===== src/rtl/macc_pkg.sv =====
// Shared definitions for the MACC multiplier path: operand width and
// sequencer state encoding.
package macc_pkg;

    localparam int MULT_W = 5;

    typedef enum logic [1:0] {
        ST_IDLE = 2'd0,
        ST_MUL  = 2'd1,
        ST_SIGN = 2'd2,
        ST_DONE = 2'd3
    } state_t;

endpackage


===== src/rtl/cond_neg.sv =====
// Conditional two's-complement negate: y = neg ? (~x + 1) : x.
// The increment is a ripple carry chain seeded by neg, so no adder is inferred.
module cond_neg #(
    parameter int N = 5
) (
    input  logic [N-1:0] x,
    input  logic         neg,
    output logic [N-1:0] y
);

    logic carry;
    logic inv_bit;

    always_comb begin
        y       = '0;
        carry   = neg;
        inv_bit = 1'b0;
        for (int i = 0; i < N; i++) begin
            inv_bit = x[i] ^ neg;
            y[i]    = inv_bit ^ carry;
            carry   = inv_bit & carry;
        end
    end

endmodule


===== src/rtl/seq_signed_mult.sv =====
// Sequential radix-2 signed multiplier: sign/magnitude split, W-cycle
// shift-add on the magnitudes, then a 2W-bit conditional negate.
//
// state | meaning
// IDLE  | waiting for an operand pair, in_ready=1
// MUL   | shift-add, one multiplier bit per cycle, W cycles
// SIGN  | apply product sign and register p
// DONE  | p valid, held until out_ready
module seq_signed_mult
    import macc_pkg::*;
#(
    parameter int W     = MULT_W,
    parameter int CNT_W = 3
) (
    input  logic           clk,
    input  logic           rst,
    input  logic           in_valid,
    output logic           in_ready,
    input  logic [W-1:0]   a,
    input  logic [W-1:0]   b,
    output logic           out_valid,
    input  logic           out_ready,
    output logic [2*W-1:0] p
);

    localparam logic [CNT_W-1:0] LAST_CNT = CNT_W'(W - 1);

    state_t           state;
    logic [W-1:0]     mag_a;
    logic [W-1:0]     mag_b;
    logic             sign;
    logic [CNT_W-1:0] cnt;
    logic [2*W-1:0]   acc;

    logic [W-1:0]     abs_a;
    logic [W-1:0]     abs_b;
    logic [2*W-1:0]   acc_signed;
    logic [2*W-1:0]   addend;
    logic             operand_zero;

    cond_neg #(.N(W)) u_abs_a (
        .x   (a),
        .neg (a[W-1]),
        .y   (abs_a)
    );

    cond_neg #(.N(W)) u_abs_b (
        .x   (b),
        .neg (b[W-1]),
        .y   (abs_b)
    );

    cond_neg #(.N(2*W)) u_sign_fix (
        .x   (acc),
        .neg (sign),
        .y   (acc_signed)
    );

    // A zero operand forces a positive sign so p is never a negated zero.
    assign operand_zero = (a == '0) || (b == '0);
    assign addend       = mag_b[0] ? ({{W{1'b0}}, mag_a} << cnt) : '0;

    always_ff @(posedge clk) begin
        if (rst) begin
            state     <= ST_IDLE;
            in_ready  <= 1'b1;
            out_valid <= 1'b0;
            p         <= '0;
            cnt       <= '0;
            acc       <= '0;
            mag_a     <= '0;
            mag_b     <= '0;
            sign      <= 1'b0;
        end else begin
            case (state)
                ST_IDLE: begin
                    if (in_valid && in_ready) begin
                        mag_a    <= abs_a;
                        mag_b    <= abs_b;
                        sign     <= (a[W-1] ^ b[W-1]) && !operand_zero;
                        acc      <= '0;
                        cnt      <= '0;
                        in_ready <= 1'b0;
                        state    <= ST_MUL;
                    end
                end
                ST_MUL: begin
                    acc   <= acc + addend;
                    mag_b <= mag_b >> 1;
                    cnt   <= cnt + 1'b1;
                    if (cnt == LAST_CNT) begin
                        state <= ST_SIGN;
                    end
                end
                ST_SIGN: begin
                    p         <= acc_signed;
                    out_valid <= 1'b1;
                    state     <= ST_DONE;
                end
                ST_DONE: begin
                    if (out_ready) begin
                        out_valid <= 1'b0;
                        in_ready  <= 1'b1;
                        state     <= ST_IDLE;
                    end
                end
                default: begin
                    state     <= ST_IDLE;
                    in_ready  <= 1'b1;
                    out_valid <= 1'b0;
                end
            endcase
        end
    end

endmodule


===== config.mk =====
export PLATFORM = sky130hd
export DESIGN_NAME = seq_signed_mult
export DESIGN_NICKNAME = d
export VERILOG_FILES = /design/src/rtl/macc_pkg.sv /design/src/rtl/cond_neg.sv /design/src/rtl/seq_signed_mult.sv
export SDC_FILE = /design/constraint.sdc
export NUM_CORES = 1
export LEC_CHECK = 0
export BUFFER_PORTS_ARGS = -buffer_cell sky130_fd_sc_hd__buf_2
export CAP_MARGIN = 30
export CORE_MARGIN = 5
export CORE_UTILIZATION = 55
export DETAILED_ROUTE_END_ITERATION = 7
export PLACE_DENSITY = 0.84
export SLEW_MARGIN = 20
export SYNTH_ARGS = -nofsm -noshare
export SYNTH_HDL_FRONTEND = slang
export SYNTH_HIERARCHICAL = 1
export SYNTH_SLANG_ARGS = --single-unit
export TNS_END_PERCENT = 5

===== constraint.sdc =====
create_clock -name clk -period 5.41 [get_ports clk]
set_input_delay 0.541 -clock clk [delete_from_list [all_inputs] [get_ports clk]]
set_output_delay 0.541 -clock clk [all_outputs]
set_load 0.005 [all_outputs]

==> results summary, run 1 <==
The critical path crosses 12 cells after its start point. The number of instances in the placed design came out at 396. The number of cell instances on the worst register-to-register path came out at 12.

The share of cells above drive strength 1 is 0.129. Synthesis produced 317 cells. The number of DRC markers in iteration 0 is 143. The signal on the critical path passes through xor2_1, ha_1, ha_1, ha_1, ha_1, ha_1, ha_1, ha_1, ha_1, xor3_1, mux2i_1, nor2_1.

The number of vias in the routed layout is 2250. The initial antenna violation count came to 0. The largest driver fanout on the critical path came out at 12. The number of failing hold endpoints at the final stage is 0. The setup check on the worst reg-to-reg path leaves a slack of 2.62 ns. In the synthesized netlist the dominant register cell turns out to be sky130_fd_sc_hd__dfxtp_1. The relative max-transition margin is 0.508. In this run the worst setup path terminates at p[9]$_SDFFE_PP0P_.

The share of the Yosys chip area taken by registers is 0.272. The final routed wirelength across all metal layers is 5460 um. The critical path is of the flop to flop type.

Setup repair after global routing left no endpoint under its margin. In this run, post-CTS hold repair placed 0 buffers. The tree built by TritonCTS fans out to 38 sinks. The die area came out at 0.00661 mm2. The count of final max-slew check failures is 0. Global routing finished with a remaining overflow of 0.

The post-route clock period utilization is 0.516. The maximum buffer depth of the clock tree came out at 2. Leaving out fill and tap cells, the most frequent cell in the layout is sky130_fd_sc_hd__dfxtp_1.

Setup violations remaining at the end of the flow were counted as 0. The data arrival time of the worst path came out at 2.94 ns. The nature of the critical path startpoint is a flop. The via count of the first global-routing pass came out at 2243. The worst ir drop on vdd is 315 uV. The DRC violation count after routing is 0. The slew at the pin closest to its max-slew limit is 0.739 ns. The final critical-path required period is 2.79 ns. The number of standard cells in the final layout excluding fillers is 403. Sorting the synthesized cells by area gives the leading types as sky130_fd_sc_hd__dfxtp_1 (27%), sky130_fd_sc_hd__ha_1 (14%), sky130_fd_sc_hd__mux2i_1 (7.2%). The number of nets in the finished design came out at 380. Dividing the detail-routed via count by the number of cells gives 5.58. The worst path required time is 5.56 ns. The largest incremental delay on the critical path came out at 0.68 ns. The number of buffers inserted to repair setup after CTS came out at 0. The count of maximum capacitance violations is 0. In this run the mean area of a mapped cell was 8.82 um2. Port buffering added 25 buffers. TritonCTS built the clock tree.

The synthesis warning total is 6. Dividing the detail-routed wire length by the instance count gives 13.5 um. The maximum clock frequency is 358 MHz. Leaving out fill and tap cells, the most frequent cells in the layout are sky130_fd_sc_hd__dfxtp_1 (38), sky130_fd_sc_hd__nor2_1 (34), sky130_fd_sc_hd__ha_1 (32). The async set or reset register ratio after synthesis is 0.

The worst-skew pair later-pin latency came out at 0.29 ns. The placeable core region came out at 0.00501 mm2. After synthesis the cells add up to 0.00280 mm2. The share of Yosys cell area claimed by the top area cell type is 0.272.

The effective utilization at floorplan is 0.558. The worst hold margin came out at 0.486 ns. The post-route clock skew is 0.00656 ns. Summed over all instances, the cell type with the most area after synthesis is sky130_fd_sc_hd__dfxtp_1.

The count of antenna-violating nets left after detailed routing came out at 0. Counting both buffers and inverters, the worst setup path holds a total of 0. The startpoint identified for the worst register-to-register timing path is sign$_SDFFE_PP0P_.

STA classifies the critical path endpoint as a flop. The die height came out at 81.3 um. The site row count came out at 26. The flip-flop and latch count after synthesis is 38. In this run the worst hold path is classified as flop to flop. The count of antenna diodes in the layout came out at 0.

The post-route setup TNS is 0 ns. The detailed-routing iteration count for the pre-antenna-repair pass is 4. The global placer's final weighted congestion came out at 0.876. The area growth from synthesis to layout is 7.07%. The count of H-tree levels built during CTS is 2. The first global-routing pass estimated 9690 um of wire.

The HPWL after detailed placement came out at 4090 um. The run finished with clean final reports. In the global route stage, overall resource usage came out at 0.183.

From left edge to right edge, the die measures 81.3 um. The post-cts repair resize count is 0. The clock-pin slew of the registers on the worst-case setup and hold paths came out at 0.07 ns. The leakage component of the power is 1.32 nW. The cell type group with the largest total delay on the critical path is adder cells.

When the netlist entered floorplanning its net count stood at 364. The number of distinct library cells after synthesis is 56. The final cell utilization of the core came out at 0.598. The slowest stage of the critical path is the sky130_fd_sc_hd__dfxtp_1 cell. The number of clock buffers added by TritonCTS is 5.

In this design, the critical path's most frequently occurring cell is sky130_fd_sc_hd__ha_1. 26 I/O pins were placed. The clock tree root buffer cell is sky130_fd_sc_hd__clkbuf_8. The most critical setup path has its startpoint at sign$_SDFFE_PP0P_.

The power density normalized to cell area is 328 mW/mm2. In this run the critical register-to-register path is captured at p[9]$_SDFFE_PP0P_. The filler cell count came out at 443.

The pin count of the biggest net entering global routing came out at 45. The number of enable flip-flop cells after synthesis came out at 0.
==> cells in the mapped netlist (all sizes together), types with 2 or more instances <==
master   n
dfxtp   38
nor2    34
ha      32
a21oi   24
mux2i   20
nand2   19
xor2    14
inv     13
o21ai   11
buf      9
nor3     9
a211oi   7
clkbuf   7
nand3b   7
nand3    6
xnor2    6
nor2b    5
nand2b   4
or3      4
a22oi    3
and3     3
nand4    3
nor3b    3
o21bai   3
o31ai    3
xor3     3
a21o     2
a31oi    2
a32oi    2
and2     2
mux2     2
nor4     2
o21a     2
==> worst register-to-register path, cell delays in order, from the launching register on <==
cell                      delay (ns)
sky130_fd_sc_hd__dfxtp_1        0.68
sky130_fd_sc_hd__xor2_1         0.14
sky130_fd_sc_hd__ha_1           0.22
sky130_fd_sc_hd__ha_1           0.18
sky130_fd_sc_hd__ha_1           0.18
sky130_fd_sc_hd__ha_1           0.18
sky130_fd_sc_hd__ha_1           0.18
sky130_fd_sc_hd__ha_1           0.18
sky130_fd_sc_hd__ha_1           0.18
sky130_fd_sc_hd__ha_1           0.18
sky130_fd_sc_hd__xor3_1         0.18
sky130_fd_sc_hd__mux2i_1        0.14
sky130_fd_sc_hd__nor2_1         0.05
==> metal layers <==
layer  GRT usage  share of wire  vias to the layer above
met5           0              0                        -
met4      0.0608          0.015                        0
met2       0.314           0.47                       44
li1            -              -                     1155
met3      0.0344          0.034                        8
met1       0.227           0.48                     1043
==> cells by family after synthesis <==
family | synth area share
and+or+nand+nor | 0.185
AOI/OAI and AO/OA | 0.172
buffers and inverters | 0.0528
xor gates and xnor gates | 0.0881
adders and majority gates | 0.150
DFF | 0.272
muxes | 0.0796
==> layout make-up <==
class,count,area (um2),area share
clock buffer,6,72.6,0.0242
clock inverter,1,7.51,0.00251
inverter,14,52.6,0.0176
multi-input combinational,249,1890,0.631
sequential,38,761,0.254
tap,70,87.6,0.0293
timing repair buffer,25,125,0.0418
==> registers in the layout, summed over array words and instances, names as in the netlist <==
| register | flops |
|---|---|
| mag_b | 5 |
| acc | 10 |
| in_ready | 1 |
| mag_a | 5 |
| state | 2 |
| out_valid | 1 |
| p | 10 |
| cnt | 3 |
| sign | 1 |
==> through the flow <==
stage	power (mW)	setup slack, ns	area, um2
6_report	0.981	2.62	2990
5_1_grt	1.06	2.43	2990
4_1_cts	0.988	2.59	2990
3_5_place_dp	0.799	2.60	2910
3_3_place_gp	0.787	2.69	2910
2_1_floorplan	0.718	2.94	2800
==> worst min-delay path by stage <==
stage	endpoint	cells past startpoint	slack (ns)	from
2_1_floorplan	mag_b[4]$_SDFFE_PP0P_	2	0.45	mag_b[4]$_SDFFE_PP0P_
3_3_place_gp	p[2]$_SDFFE_PP0P_	2	0.47	p[2]$_SDFFE_PP0P_
3_5_place_dp	p[7]$_SDFFE_PP0P_	2	0.48	p[7]$_SDFFE_PP0P_
4_1_cts	out_valid$_SDFFE_PP0P_	2	0.49	out_valid$_SDFFE_PP0P_
5_1_grt	out_valid$_SDFFE_PP0P_	2	0.52	out_valid$_SDFFE_PP0P_
6_report	out_valid$_SDFFE_PP0P_	2	0.49	out_valid$_SDFFE_PP0P_
==> report_power, final <==
group	total (mW)	leakage, nW	switching, mW	internal, mW
clock	0.189	0.0373	0.100	0.0884
combinational	0.402	0.977	0.229	0.173
sequential	0.390	0.309	0.0600	0.329
total	0.981	1.32	0.390	0.591
(Power assumes the default switching activity.)
==> inputs of run 2 (changes only) <==
clock period = 2.8 ns   (was 5.41 ns; I/O delays follow)
==> run 2 against run 1 <==
Compared with the run above: maximum frequency rose by 5.4%; first-iteration DRC count rose by 27%; non-clock buffer count rose by 3; wire length rose by 9.1%; worst hold slack got worse by 0.21 ns; largest cell class unchanged.
==> results summary, run 2 (synthesized netlist as in run 1, its figures left out) <==
The pin count of the biggest net entering global routing is 45 (unchanged). The count of H-tree levels built during CTS was 2 (unchanged). The clock sink count is 38 (unchanged). Leaving out fill and tap cells, the most frequent cell in the layout is sky130_fd_sc_hd__dfxtp_1. The global-route congestion overflow total is 0 (unchanged). The leakage component of the power is 1.37 nW (+3.6%). The placeable core region was 0.00501 mm2 (unchanged). The data arrival time of the worst path was 2.82 ns (-0.12 ns). The I/O pin count is 26 (unchanged). The largest driver fanout on the critical path is 11 (-1).

The worst ir drop on vdd is 673 uV (+110%). Setup repair after global routing left no endpoint under its margin. The width of the die came out at 81.3 um (unchanged).

The worst-skew pair later-pin latency is 0.30 ns (about the same). The number of DRC markers in iteration 0 is 181 (+27%). The clock-pin slew of the registers on the worst-case setup and hold paths came out at 0.08 ns (about the same). The tightest min-delay check is of the input port to flop type.

The count of maximum capacitance violations is 0 (unchanged). The power density normalized to cell area came out at 696 mW/mm2 (+110%). The vias per cell came out at 5.75 (+3.0%).

The final routed wirelength across all metal layers came to 5950 um (+9.1%). The detailed-routing iteration count for the pre-antenna-repair pass is 4 (unchanged). The number of vias in the routed layout is 2341 (+4.0%). The final critical-path required period came out at 2.65 ns (-0.143 ns). TritonCTS built the clock tree. The global placer's final weighted congestion is 0.917 (+4.6%). The maximum clock frequency came out at 377 MHz (+5.4%). The die height is 81.3 um (unchanged). The number of instances in the placed design came out at 399 (+0.76%). The clock tree root buffer cell is sky130_fd_sc_hd__clkbuf_8. The count of antenna-violating nets left after detailed routing is 0 (unchanged). The share of cells above drive strength 1 is 0.145 (+0.0163). The library cells used most frequently in the layout, excluding fill and tap cells, are sky130_fd_sc_hd__dfxtp_1 (37), sky130_fd_sc_hd__nor2_1 (34), sky130_fd_sc_hd__ha_1 (32).

The global-route wire length before repair came out at 9980 um (+2.9%). The post-placement setup slack is 0.163 ns (-2.44 ns). The die area is 0.00661 mm2 (unchanged). The initial antenna violation count is 0 (unchanged). The post-route clock skew is 0.00998 ns (+0.00342 ns). The post-route setup TNS is 0 ns (unchanged).

The average wire per standard cell came to 14.6 um (+8.1%). The via count of the first global-routing pass came to 2175 (-3.0%). The largest registers in the layout are acc (10), p (10). By startpoint and endpoint, the worst setup path is classified as flop to flop. The HPWL after detailed placement is 4360 um (+6.6%). The number of buffer cells added on primary ports came to 25 (unchanged).

The total setup violations reported at the end of the flow came out at 0 (unchanged). The final worst-path setup slack came out at 0.150 ns (-2.47 ns). The number of standard cells in the final layout excluding fillers was 407 (+0.99%). The number of nets in the finished design came out at 383 (+0.79%). The site row count is 26 (unchanged).

The slew at the pin closest to its max-slew limit came to 0.740 ns (+0.00154 ns). The capturing element type of the critical path is a flop. The DRC violation count after routing is 0 (unchanged). The number of buffers created by CTS is 5 (unchanged). The worst setup path is launched from a flop.

The worst path required time was 2.97 ns (-2.59 ns). The global-route usage over all layers came out at 0.193 (+0.0104). The filler cell count is 452 (+2.0%). The post-route clock period utilization is 0.946 (+0.430). The number of failing hold endpoints at the final stage came out at 0 (unchanged). The effective utilization at floorplan was 0.558 (unchanged). The area added between synthesis and finish is 9.98%. The count of antenna diodes in the layout was 0 (unchanged). The maximum buffer depth of the clock tree is 2 (unchanged).

The count of final max-slew check failures came to 0 (unchanged). The run finished with clean final reports. The relative max-transition margin is 0.507 (-0.00103).
[run 2: cell types whose count changed in the layout (fill, tap and decap cells not counted)]
cell,before,now
sky130_fd_sc_hd__clkinv_4,0,1
sky130_fd_sc_hd__buf_4,0,3
sky130_fd_sc_hd__dfxtp_1,38,37
sky130_fd_sc_hd__clkbuf_1,1,0
sky130_fd_sc_hd__bufinv_16,0,2
sky130_fd_sc_hd__dfxtp_2,0,1
sky130_fd_sc_hd__clkinvlp_4,1,0
[run 2: power by group]
group / internal, mW / switching, mW
clock: 0.357 / 0.214
combinational: 0.348 / 0.489
sequential: 0.638 / 0.0944
[run 2: routing by layer]
metal	track usage	vias to the layer above	wire length [um]
li1	-	1162	-
met1	0.244	1098	2570
met2	0.323	66	2940
met3	0.0366	15	298
met4	0.0726	0	141
met5	0	-	0
[run 2: worst max-delay path, cell delays in order, from the launching register on]
cell and delay (ns):
sky130_fd_sc_hd__dfxtp_1 0.55, sky130_fd_sc_hd__mux2_2 0.40, sky130_fd_sc_hd__nor2_1 0.14, sky130_fd_sc_hd__nor3_1 0.08, sky130_fd_sc_hd__ha_1 0.34, sky130_fd_sc_hd__nor2b_4 0.15, sky130_fd_sc_hd__o21a_1 0.20, sky130_fd_sc_hd__or3_2 0.41
sky130_fd_sc_hd__a32oi_1 0.20, sky130_fd_sc_hd__nor2_1 0.06
[run 2: repair_timing]
item,CTS,global route
gates resized for setup,0,1
buffers inserted,0,0
setup endpoints to repair,0,4
hold buffers,0,0
[run 2: final cells by class]
cell class                 instances  area [um2]  area share
clock buffer                       5        68.8      0.0224
sequential                        38         762       0.248
timing repair buffer              28         148      0.0480
multi-input combinational        249        1890       0.614
clock inverter                     3        68.8      0.0224
inverter                          14        52.6      0.0171
tap                               70        87.6      0.0285
[run 2: path summary, 6_finish.rpt]
path | end | cells after the start | startpoint | slack [ns]
worst max-delay path | acc[4]$_SDFFE_PP0P_ | 9 | cnt[1]$_SDFFE_PP0P_ | 0.15
worst min-delay path | out_valid$_SDFFE_PP0P_ | 3 | out_ready | 0.27
worst max register to register | acc[4]$_SDFFE_PP0P_ | 9 | cnt[1]$_SDFFE_PP0P_ | 0.15
worst min register to register | p[2]$_SDFFE_PP0P_ | 2 | p[2]$_SDFFE_PP0P_ | 0.49
[run 2: stage by stage]
step	power, mW	hold slack [ns]	instance area, um2	utilization
detailed placement	1.57	0.478	2940	0.586
global route	2.29	0.290	3080	0.614
CTS	2.15	0.267	3070	0.614
finish	2.14	0.274	3080	0.614
floorplan	1.39	0.454	2800	-
global placement	1.54	0.468	2940	0.586
==> inputs of run 3 (changes only) <==
BUFFER_PORTS_ARGS = -buffer_cell sky130_fd_sc_hd__buf_4   (was -buffer_cell sky130_fd_sc_hd__buf_2)
RECOVER_POWER = 50   (was unset)
==> run 3 against run 2 <==
Compared with the run above: setup slack better by 0.065 ns; via count is 2.6% lower; total power is 7.2% lower; sequential cell count stayed put; critical endpoint is now p[9]$_SDFFE_PP0P_; non-clock buffer count stayed put; register-to-register slack better by 0.06 ns; first-iteration DRC count is 18% lower; largest cell class unchanged; clock-buffer cell count is 1 higher; cell area is 0.81% higher; clock skew is 0.0037 ns lower.
==> results summary, run 3 (synthesized netlist as in run 1, its figures left out) <==
The global-route wire length before repair is 10000 um (+0.21%). The post-route clock skew came out at 0.00632 ns (-0.00367 ns). The relative max-transition margin is 0.530 (+0.0230). The I/O pin count came to 26 (unchanged). The global-route usage over all layers is 0.193 (about the same). On the critical path, the stage with the largest delay is an instance of sky130_fd_sc_hd__dfxtp_1.

The critical path class is flop to flop. The worst hold margin came out at 0.269 ns (-0.00536 ns). TritonCTS built the clock tree. The post-placement setup slack came out at 0.157 ns (-0.00584 ns). The worst setup path is launched from a flop. The largest driver fanout on the critical path came out at 8 (-3). The worst ir drop on vdd came to 602 uV (-11%). The final routed wirelength across all metal layers came to 5750 um (-3.4%). The count of H-tree levels built during CTS is 2 (unchanged).

The vias per cell came out at 5.60 (-2.6%). The number of vias in the routed layout came out at 2280 (-2.6%). The effective utilization at floorplan came to 0.558 (unchanged).

The cell occurring most often along the worst timing path is sky130_fd_sc_hd__ha_1. The die height came to 81.3 um (unchanged). The number of buffers inserted to repair setup after CTS came out at 0 (unchanged). The worst path required time came out at 2.98 ns (about the same).

The number of buffer cells added on primary ports is 25 (unchanged). The post-cts repair resize count came out at 0 (unchanged). The slew at the pin closest to its max-slew limit came out at 0.706 ns (-0.0345 ns). The average wire per standard cell came out at 14.1 um (-3.4%). The filler cell count is 429 (-5.1%). The count of final max-slew check failures is 0 (unchanged). The die area is 0.00661 mm2 (unchanged). The HPWL after detailed placement came out at 4290 um (-1.6%). The pin count of the biggest net entering global routing is 45 (unchanged). The summed area of non-filler cells in the final layout is 0.00310 mm2 (+0.81%). The data arrival time of the worst path came out at 2.76 ns (-0.06 ns). The flip-flop and latch area was 763 um2 (+0.16%). The number of nets in the finished design is 383 (unchanged).

The count of buffering cells on the critical path with inverters included came out at 1 (+1). The tightest min-delay check is of the input port to flop type. The final cell utilization of the core came out at 0.619 (+0.00499). The area of placed instances came out at 0.00300 mm2 (+2.1%). The flow ran to the end, and the final reports show no timing, DRC or antenna violations.

The clock tree root buffer cell is sky130_fd_sc_hd__clkbuf_8. The count of maximum capacitance violations is 0 (unchanged). The count of antenna diodes in the layout came to 0 (unchanged). The width of the die is 81.3 um (unchanged). The via count of the first global-routing pass is 2262 (+4.0%).

The maximum clock frequency is 387 MHz (+2.5%). On the critical path the largest part of the delay comes from adder cells. The global-route congestion overflow total came out at 0 (unchanged). The largest registers in the layout are acc (10), p (10). The largest incremental delay on the critical path is 0.46 ns (-0.09 ns). Walking the worst path, the cells encountered are buf_4, xor2_1, ha_1, ha_1, ha_1, ha_1, ha_1, ha_1, ha_1, xor3_1, mux2i_1, nor2_1. The count of antenna-violating nets left after detailed routing is 0 (unchanged). The number of failing hold endpoints at the final stage came to 0 (unchanged). The capturing element type of the critical path is a flop.

The post-route setup TNS came out at 0 ns (unchanged). The post-route clock period utilization came out at 0.923 (-0.0231). The share of cells above drive strength 1 is 0.148 (+0.00297). The final critical-path required period is 2.58 ns (-0.0647 ns). The initial antenna violation count is 0 (unchanged). The placeable core region is 0.00501 mm2 (unchanged).

The total setup violations reported at the end of the flow was 0 (unchanged). Setup repair after global routing left no endpoint under its margin. The library cells used most frequently in the layout, excluding fill and tap cells, are sky130_fd_sc_hd__dfxtp_1 (36), sky130_fd_sc_hd__nor2_1 (34), sky130_fd_sc_hd__ha_1 (32). The power density normalized to cell area came to 641 mW/mm2 (-8.0%).

The area added between synthesis and finish came out at 10.9%. The final worst-path setup slack came to 0.215 ns (+0.0647 ns). The clock-pin slew of the registers on the worst-case setup and hold paths is 0.08 ns (about the same). The site row count came out at 26 (unchanged).

The detailed-routing iteration count for the pre-antenna-repair pass came out at 4 (unchanged). The leakage component of the power came out at 1.36 nW (-1.1%). The DRC violation count after routing came out at 0 (unchanged). The maximum buffer depth of the clock tree is 2 (unchanged). The number of DRC markers in iteration 0 came out at 148 (-18%). The number of buffers created by CTS came to 5 (unchanged). The multi-input logic area came out at 0.00189 mm2 (unchanged). Leaving out fill and tap cells, the most frequent cell in the layout is sky130_fd_sc_hd__dfxtp_1. The worst-skew pair later-pin latency came out at 0.29 ns (about the same). The clock sink count is 38 (unchanged). The global placer's final weighted congestion came out at 0.892 (-2.7%). The count of hold-fix buffers inserted at cts came to 0 (unchanged).
-- run 3: changes by cell type in the layout (fill, tap and decap cells not counted), moves of 2 or more --
| cell | previous run | this run |
|---|---|---|
| sky130_fd_sc_hd__bufinv_16 | 2 | 0 |
| sky130_fd_sc_hd__clkbuf_4 | 0 | 12 |
| sky130_fd_sc_hd__buf_4 | 3 | 16 |
| sky130_fd_sc_hd__buf_2 | 25 | 0 |
-- run 3: stage by stage --
| stage | power, mW | instances |
|---|---|---|
| 2_1_floorplan | 1.39 | 317 |
| 3_3_place_gp | 1.56 | 399 |
| 3_5_place_dp | 1.58 | 399 |
| 4_1_cts | 2.00 | 407 |
| 5_1_grt | 2.14 | 407 |
| 6_report | 1.99 | 407 |
-- run 3: cell type report --
cell class | instances | share of cell area
multi-input cells | 249 | 0.609
flip-flops and latches | 38 | 0.246
repair buffers | 28 | 0.0678
well taps | 70 | 0.0282
clock buffers | 6 | 0.0266
inverters | 14 | 0.0169
clock inverters | 2 | 0.00525
-- run 3: power by group --
| part | switching [mW] | internal, mW | total, mW |
|---|---|---|---|
| sequential | 0.0941 | 0.638 | 0.732 |
| clock | 0.213 | 0.203 | 0.416 |
| combinational | 0.475 | 0.363 | 0.839 |
-- run 3: metal layers --
metal | global-route usage | share of wire
met3 | 0.0377 | 0.031
met4 | 0.0777 | 0.020
met2 | 0.326 | 0.48
met5 | 0 | 0
met1 | 0.239 | 0.47
-- run 3: worst paths after layout --
| kind | start | slack, ns | end | cells past startpoint |
|---|---|---|---|---|
| worst min-delay path | out_ready | 0.27 | out_valid$_SDFFE_PP0P_ | 3 |
| worst max register to register | sign$_SDFFE_PP0P_ | 0.22 | p[9]$_SDFFE_PP0P_ | 12 |
| worst min register to register | out_valid$_SDFFE_PP0P_ | 0.49 | out_valid$_SDFFE_PP0P_ | 2 |
| worst max-delay path | sign$_SDFFE_PP0P_ | 0.22 | p[9]$_SDFFE_PP0P_ | 12 |
-- run 3: worst reg2reg max path, delay by kind of cell (launching register included) --
kind / cells / cell delay (ns)
DFF: 1 / 0.46
xor gates and xnor gates: 2 / 0.27
adders and majority gates: 7 / 1.33
buffers and inverters: 1 / 0.23
and+or+nand+nor: 1 / 0.05
muxes: 1 / 0.14
